`src/rtl/char_row_writer.sv`:
```
// Character row writer: turns host command bytes into row-buffer cell writes,
// deferring every write until the display is blanked.
module char_row_writer #(
  parameter int         NUM_COLS   = 64,
  parameter logic [5:0] BLANK_CHAR = 6'b111111
) (
  input  logic       clk,
  input  logic       rst_n,
  input  logic       in_valid,
  input  logic [7:0] in_data,
  output logic       in_ready,
  input  logic       blank,
  output logic       wr_en,
  output logic [5:0] wr_addr,
  output logic [5:0] wr_data,
  output logic [5:0] cursor,
  output logic       busy
);

  localparam logic [5:0] LAST_COL = 6'(NUM_COLS - 1);

  typedef enum logic [1:0] {
    IDLE    = 2'd0,
    PEND_WR = 2'd1,
    CLEAR   = 2'd2
  } state_t;

  state_t     state;
  logic [5:0] pend_char;
  logic [5:0] clr_cnt;
  logic [1:0] opcode;
  logic [5:0] operand;
  logic [5:0] cursor_next;
  logic [5:0] cursor_load;

  assign opcode  = in_data[7:6];
  assign operand = in_data[5:0];

  // Held high during reset so the host never sees a stalled port while the FSM is being forced idle.
  assign in_ready = (state == IDLE) | ~rst_n;
  assign busy     = (state != IDLE);

  assign cursor_next = (cursor == LAST_COL) ? 6'd0 : cursor + 6'd1;
  assign cursor_load = ({1'b0, operand} >= 7'(NUM_COLS)) ? LAST_COL : operand;

  always_ff @(posedge clk) begin
    if (!rst_n) begin
      state     <= IDLE;
      wr_en     <= 1'b0;
      wr_addr   <= 6'd0;
      wr_data   <= 6'd0;
      cursor    <= 6'd0;
      clr_cnt   <= 6'd0;
      pend_char <= 6'd0;
    end else begin
      wr_en <= 1'b0;
      case (state)
        IDLE: begin
          if (in_valid) begin
            case (opcode)
              2'b00: begin
                pend_char <= operand;
                state     <= PEND_WR;
              end
              2'b01: cursor <= cursor_load;
              2'b10: begin
                clr_cnt <= 6'd0;
                state   <= CLEAR;
              end
              default: ;
            endcase
          end
        end
        PEND_WR: begin
          if (blank) begin
            wr_en   <= 1'b1;
            wr_addr <= cursor;
            wr_data <= pend_char;
            cursor  <= cursor_next;
            state   <= IDLE;
          end
        end
        CLEAR: begin
          // Counter only moves on blanked edges, so a clear stretches over as many frames as needed.
          if (blank) begin
            wr_en   <= 1'b1;
            wr_addr <= clr_cnt;
            wr_data <= BLANK_CHAR;
            if (clr_cnt == LAST_COL) begin
              clr_cnt <= 6'd0;
              cursor  <= 6'd0;
              state   <= IDLE;
            end else begin
              clr_cnt <= clr_cnt + 6'd1;
            end
          end
        end
        default: state <= IDLE;
      endcase
    end
  end

  a_write_only_when_blank : assert property (
    @(posedge clk) disable iff (!rst_n) wr_en |-> $past(blank));

  a_ready_iff_idle : assert property (
    @(posedge clk) disable iff (!rst_n) in_ready == !busy);

endmodule
```
`config.mk`:
```
export PLATFORM = sky130hd
export DESIGN_NAME = char_row_writer
export DESIGN_NICKNAME = d
export VERILOG_FILES = /design/src/rtl/char_row_writer.sv
export SDC_FILE = /design/constraint.sdc
export NUM_CORES = 1
export LEC_CHECK = 0
export CORE_MARGIN = 2
export CORE_UTILIZATION = 45
export DETAILED_ROUTE_END_ITERATION = 10
export GPL_TIMING_DRIVEN = 0
export PLACE_DENSITY_LB_ADDON = 0.25
export SETUP_SLACK_MARGIN = 0.4
export SYNTH_ARGS = -nofsm -noshare
export SYNTH_HDL_FRONTEND = slang
export SYNTH_SLANG_ARGS = --single-unit
```
`constraint.sdc`:
```
create_clock -name clk -period 1.97 [get_ports clk]
set_clock_uncertainty 0.15 [all_clocks]
set_input_delay 0.394 -clock clk [delete_from_list [all_inputs] [get_ports clk]]
set_output_delay 0.394 -clock clk [all_outputs]
set_load 0.005 [all_outputs]
```
==> impl_results.md <==
- Status: complete, no violations
- Mapped Area: 1623 um2
- Max-Cap Viols: 0
- CORE AREA: between 3000 and 4000 um2
- Filler instances: 198
- Critical path endpoint category: flip-flop
- Port buffer count: 31
- DR DRC count: 0
- All-Layer GR Usage: between 20% and 30%
- Top cells by area, synth: dfxtp_1 41%, mux2i_1 8.0%, nor2_1 6.5%, a211oi_1 6.0%, ha_1 4.6%
- Startpoint Class: flip-flop
- Synth top area share: just over 40%
- Cell variety after synth: 39
- Die Ht: 64.05 um
- Placed cell area: 2016 um2
- Design Area, Final: 2715 um2
- Slew Limit Headroom: 47.14%
- DR pass1 iterations: 4
- DP Cell Count: about 260
- Clk_lat worst skew: approximately 0.34 ns
- Crit Path Class: reg -> reg
- Crit share post-route: 99.97%
- Antenna Cells: 0
- Reg clk slew, reported paths: 0.10 ns
- Maximum fanout along the worst path: 4
- Nets: approximately 270
- Total gr overflow: 0
- Slew @ Worst Pin: 0.7928 ns
- Count of pins over their slew limit: 0
- Largest net degree at the start of global routing: 11
- Switching share of power: a little under a third
- Clock power share: 22.1%
- P_sw: 499.6 uW
- Final setup fails: 0
- Wire per inst: just under 20 um
- DRT iter0 DRCs: about 110
- FP Rows: 21
- I/O pin cnt: 33
- Layout area overhead: 67.31%
- Final wirelength: about 6000 um
- Number of synthesized flops with an enable pin: 0
- Max Buffers Root-to-Sink: 2
- CTS Buf Count: 5
- Int Pwr: ~1.1 mW
- Synthesized Nets: 203
- Initial antenna violation count: 0
- Synth area leader: dfxtp_1
- First-pass GRT wire length: about 8800 um
- Via count: 1766
- Ys async rst share: 0%
- Final hold vios: 0
- Yosys reg bits: 33
- YS warnings: 0
- Peak supply drop: between 0.4 and 0.5 mV
- Starting Density: 47.88%
- Vias per Instance: roughly 5.9
- Count leader, synth: dfxtp_1
- Syn_area_per_cell: approximately 9 um2
- Clk sink count: 33
- Worst hold path type: in -> reg
- Leakage Power: roughly 1.1 nW
- DP HPWL: between 2000 and 3000 um
- Hold buffers post-CTS: 0
- Cell Count, Final, Fillers Out: 301
- Worst EP required: about 2.1 ns
- Full die area: approximately 4100 um2
- Register area share after synthesis: approximately 40%
- Number of global-route vias before repair: roughly 1800
- CP arrival: about 2.1 ns
- H-tree levels: 2
- Fin crit period: slightly below 2 ns
- RePlAce Congestion: 0.8858
- Unrepaired setup endpoints after global routing: true
- Synth Instances: about 190
- Post-synth top cells: 33 x dfxtp_1, 28 x nor2_1
- Share of cells above drive strength 1: between 40 and 50%
- Hold_ws: 0.3613 ns
- Top FF cell, synth: dfxtp_1
- CTS tree: done
- FMAX: about 500 MHz
- Sequential share of power: 47.2%
- Die Width: 64.05 um
- Antenna-violating nets left: 0
- Gate power share: between 30% and 40%
- PD cells: between 500 and 600 nW/um2
- Clk Tree Root Cell: clkbuf_4
[cell families (layout without fill, tap and decap cells)]
kind of cell	after synthesis	in the layout	share of synthesized area (%)
flops	33	33	40.71
xor+xnor	2	2	1.080
simple gates	64	64	19.20
compound gates	49	49	21.43
buf+inv	18	88	4.935
mux	13	13	8.018
fa+ha+maj	6	6	4.626
[critical path: stages, from the launching register on]
cell	delay (ns)
dfxtp_4	0.36
buf_6	0.11
ha_4	0.15
buf_8	0.11
mux2i_2	0.15
a21o_1	0.22
buf_4	0.16
or3_4	0.33
a21oi_1	0.15
[worst paths after layout]
path / startpoint / endpoint / slack (ns) / cells after the start
setup reg to reg: state[1] / clr_cnt[2] / 0.0006 / 8
setup / recovery: state[1] / clr_cnt[2] / 0.0006 / 8
hold / removal: rst_n / state[1] / 0.36 / 2
hold reg to reg: wr_data[0] / wr_data[0] / 0.39 / 2
[state kept, by name, indices dropped and copies added (netlist names)]
| name | cells |
|---|---|
| pend_char | 6 |
| wr_data | 6 |
| cursor | 6 |
| clr_cnt | 6 |
| state | 2 |
| wr_en | 1 |
| wr_addr | 6 |
[metrics by stage]
stage	utilization [%]	setup WS (ns)	setup TNS, ns	power (mW)
2_1_floorplan	-	0.1611	0	0.9113
3_3_place_gp	59.47	-0.2900	-3.778	1.031
3_5_place_dp	59.47	-0.3569	-5.167	1.042
4_1_cts	77.30	0.06946	0	1.507
5_1_grt	80.10	-0.03400	-0.08598	1.636
6_report	80.10	0.0006213	0	1.569
[repair_timing]
action,4_1_cts,5_1_grt
hold endpoints to repair,0,0
setup endpoints to repair,53,34
pin swaps,15,11
cloned,3,0
gates resized for setup,128,23
buffers inserted,28,2
[power by group through the flow]
| stage | registers (mW) | clock network [mW] | logic (mW) |
|---|---|---|---|
| finish | 0.740 | 0.347 | 0.481 |
| global route | 0.745 | 0.382 | 0.510 |
| CTS | 0.735 | 0.351 | 0.421 |
| detailed placement | 0.757 | 0 | 0.284 |
| global placement | 0.754 | 0 | 0.277 |
| floorplan | 0.749 | 0 | 0.162 |
[layout by cell type (no fill, tap or decap), drive strengths merged, types with 2 or more instances in the layout]
| master | synthesis | routed |
|---|---|---|
| a211oi | 13 | 13 |
| a21o | 2 | 2 |
| a21oi | 13 | 13 |
| a32o | 2 | 2 |
| and2 | 3 | 3 |
| buf | 3 | 38 |
| clkbuf | 5 | 9 |
| clkdlybuf4s50 | 0 | 7 |
| dfxtp | 33 | 33 |
| dlygate4sd2 | 0 | 23 |
| ha | 6 | 6 |
| inv | 10 | 10 |
| mux2i | 13 | 13 |
| nand2 | 13 | 13 |
| nand3 | 7 | 7 |
| nand3b | 2 | 2 |
| nor2 | 28 | 28 |
| nor3b | 2 | 2 |
| o211a | 2 | 2 |
| o211ai | 2 | 2 |
| o21a | 2 | 2 |
| o21ai | 5 | 5 |
| o32ai | 2 | 2 |
| or3 | 2 | 2 |
| xnor2 | 2 | 2 |
[final cells by class]
type | count | area (um2) | area share, %
flip-flops and latches | 33 | 705.7 | 25.99
well taps | 46 | 57.56 | 2.120
clock inverters | 1 | 5.005 | 0.1843
repair buffers | 64 | 575.6 | 21.20
plain buffers | 8 | 92.59 | 3.410
clock buffers | 5 | 37.54 | 1.382
inverters | 10 | 42.54 | 1.567
multi-input cells | 134 | 1199 | 44.15
[layer usage]
metal,track usage (%),vias to the layer above,wire (um)
met1,32.74,848,2350
met2,47.79,88,2968
met4,14.95,0,231
met3,7.570,23,410
li1,-,807,-
met5,0,-,0
Power figures use the tool's default switching activity.
